## src/rtl/gp_pkg.sv

```systemverilog
// gp_pkg: shared constants, opcodes and FSM encoding for the graphics processor.
package gp_pkg;
    localparam int DEF_SCREEN_W = 640;
    localparam int DEF_SCREEN_H = 480;
    localparam int ADDR_W = 19;
    localparam logic OP_FILL = 1'b0;
    localparam logic OP_OUTLINE = 1'b1;
    typedef enum logic [1:0] {IDLE, SETUP, DRAW, DONE} state_t;
endpackage

```

## src/rtl/gp_raster_gen.sv

```systemverilog
// gp_raster_gen: raster-order x/y walker with incremental row base and end-of-rectangle flag.
module gp_raster_gen
    import gp_pkg::*;
#(
    parameter int SCREEN_W = DEF_SCREEN_W
) (
    input  logic              clk,
    input  logic              rst,
    input  logic              load,
    input  logic              step,
    input  logic [9:0]        tl_x,
    input  logic [8:0]        tl_y,
    input  logic [9:0]        br_x,
    input  logic [8:0]        br_y,
    output logic [9:0]        x,
    output logic [8:0]        y,
    output logic [ADDR_W-1:0] row_base,
    output logic              last
);
    assign last = (x == br_x) && (y == br_y);

    // The only multiply happens once at load; rows advance by addition.
    always_ff @(posedge clk or posedge rst) begin
        if (rst) begin
            x <= '0;
            y <= '0;
            row_base <= '0;
        end else if (load) begin
            x <= tl_x;
            y <= tl_y;
            row_base <= ADDR_W'(tl_y) * ADDR_W'(SCREEN_W);
        end else if (step) begin
            if (x == br_x) begin
                x <= tl_x;
                y <= y + 9'd1;
                row_base <= row_base + ADDR_W'(SCREEN_W);
            end else begin
                x <= x + 10'd1;
            end
        end
    end
endmodule

```

## src/rtl/graphics_processor.sv

```systemverilog
// graphics_processor: rectangle fill/outline engine writing RGB444 pixels to a linear framebuffer.
// Define GP_OUTLINE_EN to enable the 1-pixel outline opcode; otherwise opcode 1 fills.
module graphics_processor
    import gp_pkg::*;
#(
    parameter int SCREEN_W = DEF_SCREEN_W,
    parameter int SCREEN_H = DEF_SCREEN_H
) (
    input  logic              clk,
    input  logic              rst,
    input  logic              gp_en,
    input  logic              gp_opcode,
    input  logic [9:0]        gp_tl_x,
    input  logic [8:0]        gp_tl_y,
    input  logic [9:0]        gp_br_x,
    input  logic [8:0]        gp_br_y,
    input  logic [11:0]       gp_arg,
    output logic              gp_finish,
    output logic              vram_we,
    output logic [ADDR_W-1:0] vram_addr,
    output logic [11:0]       vram_data
);
    state_t state;
    logic [9:0] tl_x, br_x, cbr_x, x;
    logic [8:0] tl_y, br_y, cbr_y, y;
    logic [11:0] colour;
    logic [ADDR_W-1:0] row_base;
    logic last, pix_we;

    assign cbr_x = (br_x > 10'(SCREEN_W - 1)) ? 10'(SCREEN_W - 1) : br_x;
    assign cbr_y = (br_y > 9'(SCREEN_H - 1)) ? 9'(SCREEN_H - 1) : br_y;

    gp_raster_gen #(.SCREEN_W(SCREEN_W)) u_raster (
        .clk(clk),
        .rst(rst),
        .load(state == SETUP),
        .step(state == DRAW),
        .tl_x(tl_x),
        .tl_y(tl_y),
        .br_x(cbr_x),
        .br_y(cbr_y),
        .x(x),
        .y(y),
        .row_base(row_base),
        .last(last)
    );

`ifdef GP_OUTLINE_EN
    logic op;
    always_ff @(posedge clk or posedge rst) begin
        if (rst)
            op <= OP_FILL;
        else if (state == IDLE && gp_en && !gp_finish)
            op <= gp_opcode;
    end
    assign pix_we = (op == OP_FILL) || x == tl_x || x == cbr_x || y == tl_y || y == cbr_y;
`else
    logic unused_opcode;
    assign unused_opcode = gp_opcode;
    assign pix_we = 1'b1;
`endif

    // The finish pulse is still visible in the first IDLE cycle; a request held
    // until the initiator samples it must not be taken as a new command.
    always_ff @(posedge clk or posedge rst) begin
        if (rst) begin
            state <= IDLE;
            gp_finish <= 1'b0;
            vram_we <= 1'b0;
            vram_addr <= '0;
            vram_data <= '0;
            tl_x <= '0;
            tl_y <= '0;
            br_x <= '0;
            br_y <= '0;
            colour <= '0;
        end else begin
            gp_finish <= 1'b0;
            vram_we <= 1'b0;
            case (state)
                IDLE: if (gp_en && !gp_finish) begin
                    tl_x <= gp_tl_x;
                    tl_y <= gp_tl_y;
                    br_x <= gp_br_x;
                    br_y <= gp_br_y;
                    colour <= gp_arg;
                    state <= SETUP;
                end
                SETUP: state <= (tl_x > cbr_x || tl_y > cbr_y) ? DONE : DRAW;
                DRAW: begin
                    vram_we <= pix_we;
                    vram_addr <= row_base + ADDR_W'(x);
                    vram_data <= colour;
                    if (last)
                        state <= DONE;
                end
                DONE: begin
                    gp_finish <= 1'b1;
                    state <= IDLE;
                end
                default: state <= IDLE;
            endcase
        end
    end
endmodule
```

## config.mk

```make
export PLATFORM = sky130hd
export DESIGN_NAME = graphics_processor
export DESIGN_NICKNAME = d
export VERILOG_FILES = /design/src/rtl/gp_pkg.sv /design/src/rtl/gp_raster_gen.sv /design/src/rtl/graphics_processor.sv
export SDC_FILE = /design/constraint.sdc
export NUM_CORES = 1
export LEC_CHECK = 0
export CELL_PAD_IN_SITES_DETAIL_PLACEMENT = 2
export CELL_PAD_IN_SITES_GLOBAL_PLACEMENT = 2
export CORE_UTILIZATION = 36
export CTS_CLUSTER_DIAMETER = 60
export DETAILED_ROUTE_END_ITERATION = 16
export PLACE_DENSITY_LB_ADDON = 0.1
export SYNTH_ARGS = -nofsm -noshare
export SYNTH_HDL_FRONTEND = slang
export SYNTH_HIERARCHICAL = 1
export SYNTH_SLANG_ARGS = --single-unit
export TNS_END_PERCENT = 5
```

## constraint.sdc

```tcl
create_clock -name clk -period 3.14 [get_ports clk]
set_clock_uncertainty 0.1 [all_clocks]
set_input_delay 0.314 -clock clk [delete_from_list [all_inputs] [get_ports clk]]
set_output_delay 0.314 -clock clk [all_outputs]
set_load 0.01 [all_outputs]
```

### Yosys cells after proc, flatten, opt, wreduce, memory -nomap -nowiden

Cells that the tools add are included.

* register bits after elaboration: 123
* input port bits: 54

* mux-type cells: 17
* equality and inequality tests: 7
* magnitude comparators: 4
* reductions and logical operators: 10
* $add $sub $neg: 4
* multiply operators: 1

Operators by type and width (count)
* $mux 19: 3
* $mux 10: 4
* $mux 9: 4
* $add 19x10->19: 1
* $add 19x10->19 const B: 1
* $mul 9x3->12 const B: 1
* $add 10x1->10 const B: 1
* $eq 10x10->1: 1
* $gt 10x10->1: 1
* $gt 10x10->1 const B: 1
* $add 9x1->9 const B: 1
* $eq 9x9->1: 1
* $gt 9x9->1: 1
* $gt 9x9->1 const B: 1
* $pmux 2 s4: 1
* $reduce_and 2->1: 3
* $eq 2x2->1 const B: 2
* $mux 2: 2
* $ne 2x2->1 const B: 2
* $reduce_bool 2->1: 2
* $mux 1: 3
* $eq 2x1->1 const B: 1
* $logic_and 1x1->1: 2
* $logic_not 2->1: 1
* other kinds (2): 2

### Longest topological paths before layout

* depth after elaboration: 6
* gate-level depth with buffers: 14

### By module

The synthesis kept the hierarchy.

Modules (own cells, without submodules)
* graphics_processor: area each 4578.1 um2, times used 1, cells an instance 416
* gp_raster_gen: area each 2655.0 um2, times used 1, cells an instance 304

### Worst setup path after synthesis

OpenSTA, ideal clock, no wires.

* path kind: register to register
* start: register br_x[7]
* end: register state[0]
* period minus slack after synthesis: 2.448 ns
* cell stages (with the launch flop): 13
* library setup time: 0.087 ns
* path slack: 0.692 ns
* required time: 2.953 ns
* arrival time: 2.262 ns
* cells stage by stage: dfrtp_1 > o21ai_0 > nand2b_1 > xnor2_1 > and4_1 > buf_4 > nand3_4 > nor4_1 > nor2b_1 > a211oi_1 > o21a_1 > nand2_1 > o211ai_1

* word-level cells in the longest chain between the ends: 6
* elaborated cells on any way between the ends: 10
* classes of those cells: order compare: 2; eq/ne: 2; mux: 3; reduce/logical: 3

RTL lines
* start, declared: line graphics_processor.sv:24 `logic [9:0] tl_x, br_x, cbr_x, x;`
* start signal, assigned: line graphics_processor.sv:84 `br_x <= gp_br_x;`
* $gt 10x10->1: line graphics_processor.sv:30 `assign cbr_x = (br_x > 10'(SCREEN_W - 1)) ? 10'(SCREEN_W - 1) : br_x;`
* $mux 10: line graphics_processor.sv:30
* named net cbr_x[0]: line graphics_processor.sv:24
* $eq 10x10->1: line gp_raster_gen.sv:20 `assign last = (x == br_x) && (y == br_y);`
* $logic_and 1x1->1: line gp_raster_gen.sv:20
* named net last: line graphics_processor.sv:28 `logic last, pix_we;`
* $ne 2x2->1 (no line)
* $reduce_and 2->1 (no line)
* end signal, assigned: line graphics_processor.sv:89 `SETUP: state <= (tl_x > cbr_x || tl_y > cbr_y) ? DONE : DRAW;`
* end, declared: line graphics_processor.sv:23 `state_t state;`

The timed path passes the listed nets, and every way through them passes these cells.
A chain may end at the register's enable or synchronous reset.

### Final worst setup path

* start: register br_x[9]
* end: register state[0]

Same word-level chain as after synthesis.

==> impl_metrics.toml <==
[status]
status = "complete, no violations"

[finish]
n_fill_cell = 2030
seqCellArea_um2 = 2903
nets = 915
multi_input_area_um2 = 4019
diodes = 0
layout_common_cells = "116 x dfrtp_1, 85 x clkdlybuf4s50_1, 73 x mux2_2"
final_cell_count_no_fill = 1086
synthToLayoutAreaGrowth_pct = 24.37
final_util_pct = 45.92
drive_above_1_share_pct = 16.69
final_common_cell = "dfrtp_1"

[critical_path]
cp.arrival_ns = 3.05
cp-end-kind = "flop"
start_kind = "flop"
crit_fanout = 6
worstSetupPathType = "reg -> reg"
rrSetupSlack_ns = 0.33
worstPathRequired_ns = 3.37

[die]
initial_core_util_pct = 36.92
die_h_um = 143.7
rows = 51
die_area_um2 = 20660
core_um2 = 19590
ios = 87
die_w_um = 143.7

[placement]
gp_congestion = 0.8081
dp_cells = 1054
place_hpwl_mm = 16.13
port_buffers = 85

[clocking]
post_cts_buffers = 0
ctsHoldBuffers = 0
clk_pin_slew_worst_paths_ns = 0.06
cts_buffer_depth = 2
cts_buffers = 17
cts_root_buf = "clkbuf_16"
cts_htree_levels = 4
cts_tree = "done"
cts_sinks = 116
ctsResizeCount = 0
clk_latency_ns = 0.42

[synth]
ys_seq_area_share_pct = 40.13
syn-cell-area_um2 = 7233
ys.flop_type = "dfrtp_1"
syn_inst = 720
yosys_warnings = 6
syn_area_per_cell_um2 = 10.05
yosysUniqueCellTypes = 63
synth_edf_count = 0
synthArstFlopShare_pct = 100.0
ys_seq_elements = 116

[timing]
slew_violations = 0
rsz0062_at_grt = "no"
finalCriticalPeriod_ns = 2.812
tns_ns = 0
finalHoldViolCount = 0
tightest_slew_ns = 0.7511
clock.fmax_mhz = 355.6
slew_headroom_pct = 49.92
setup_viol_count_final = 0
fin_crit_sh_pct = 89.56

[route]
route.detailed.drc = 0
vias = 5946
drt_wl_total_mm = 21.97
drt-pass1-iter-count = 4
wire_per_inst_um = 20.23
drt_iter0_markers = 225
ant_nets = 0
via_per_inst = 5.475

[hold_path]
hold_class = "in -> async"

[flow_run]
drv_cap = 0

[power]
ir_drop_uv = 468.4
leakage_nw = 3.876
p_per_area_nw_per_um2 = 1207

[global_routing]
grt_first_pass_wirelength_mm = 35.31
grt_max_degree = 52
grt_pass1_vias = 6470
gr-usage-all-layers_pct = 22.56
grt_overflow = 0
antenna_found_initial = 0
==> logic make-up after synthesis <==
kind of cell	after synthesis	share of synthesized area [%]
and+or+nand+nor	222	16.42
AOI/OAI and AO/OA	132	12.56
DFF	116	40.13
muxes	82	12.61
buffers and inverters	80	4.740
adders and majority gates	53	9.376
xor gates and xnor gates	34	4.117
other	1	0.05184
==> synthesized netlist by cell type (all sizes together) (9+ instances only) <==
cell | n | area share, %
mux2i | 9 | 1.2
buf | 19 | 1.6
a21o | 12 | 1.2
and3 | 11 | 0.95
nor2b | 10 | 0.86
ha | 51 | 8.8
a31oi | 9 | 0.78
nor3 | 18 | 1.4
nand2b | 10 | 0.86
nand2 | 51 | 2.6
clkbuf | 19 | 0.99
o21ai | 27 | 1.9
mux2 | 73 | 11
a21oi | 33 | 2.4
inv | 42 | 2.2
xnor2 | 26 | 3.1
nor2 | 37 | 1.9
nand4 | 24 | 2.2
dfrtp | 116 | 40
nand3 | 23 | 1.8
==> final timing paths <==
check / from / endpoint / cells past startpoint
setup / recovery: br_x[9] / state[0] / 13
hold / removal: rst / vram_addr[6] / 2
setup reg to reg: br_x[9] / state[0] / 13
hold reg to reg: vram_addr[9] / vram_addr[9] / 2
max in group asynchronous: rst / state[0] / 3
min in group clk: vram_addr[9] / vram_addr[9] / 2
==> flip-flops by register name, summed over array words and instances (netlist names) <==
register / count
u_raster/row_base: 12
vram_we: 1
tl_y: 9
u_raster/y: 9
tl_x: 10
state: 2
vram_addr: 19
u_raster/x: 10
colour: 12
br_x: 10
br_y: 9
gp_finish: 1
vram_data: 12
==> routing by layer <==
metal  GRT usage, %  vias to the layer above  wire length, um
met4          5.991                        0              216
met5              0                        -                0
met2          38.22                       92            11090
li1               -                     2789                -
met3          3.299                       17              599
met1          29.92                     3048            10070
==> per-stage QoR <==
step	total power [W]	hold slack, ns	instance area (um^2)	setup slack, ns
2_1_floorplan	0.006810	0.3175	7256	0.5325
3_3_place_gp	0.008325	0.3630	8389	0.3751
3_5_place_dp	0.008770	0.3670	8389	0.2364
4_1_cts	0.01091	0.2526	8990	0.1594
5_1_grt	0.01173	0.2941	8996	0.01772
6_report	0.01086	0.2365	8996	0.3279
==> worst max-delay path, cell delays in order (launching register included) <==
cell and delay [ns]:
dfrtp_1 0.43, inv_1 0.16, nor2_2 0.08, nor2_1 0.18, inv_1 0.08, xnor2_1 0.21, and4_4 0.31, nand3_4 0.09
nor4_1 0.29, nor2b_1 0.12, a211oi_1 0.29, o21a_1 0.17, nand2_1 0.05, o211ai_1 0.17
==> report_power, final <==
part           internal, W  total, W  switching [W]  leakage (nW)
registers          0.00227   0.00315       0.000882          1.37
logic              0.00268   0.00571        0.00304          2.23
clock network      0.00122   0.00200       0.000776         0.283
==> cell type report <==
cell class,count,share of cell area (%)
inverter,42,1.766
tap,265,3.686
multi-input combinational,530,44.67
sequential,116,32.27
clock inverter,13,1.641
timing repair buffer,101,10.93
clock buffer,19,5.035
(Power assumes the default switching activity.)
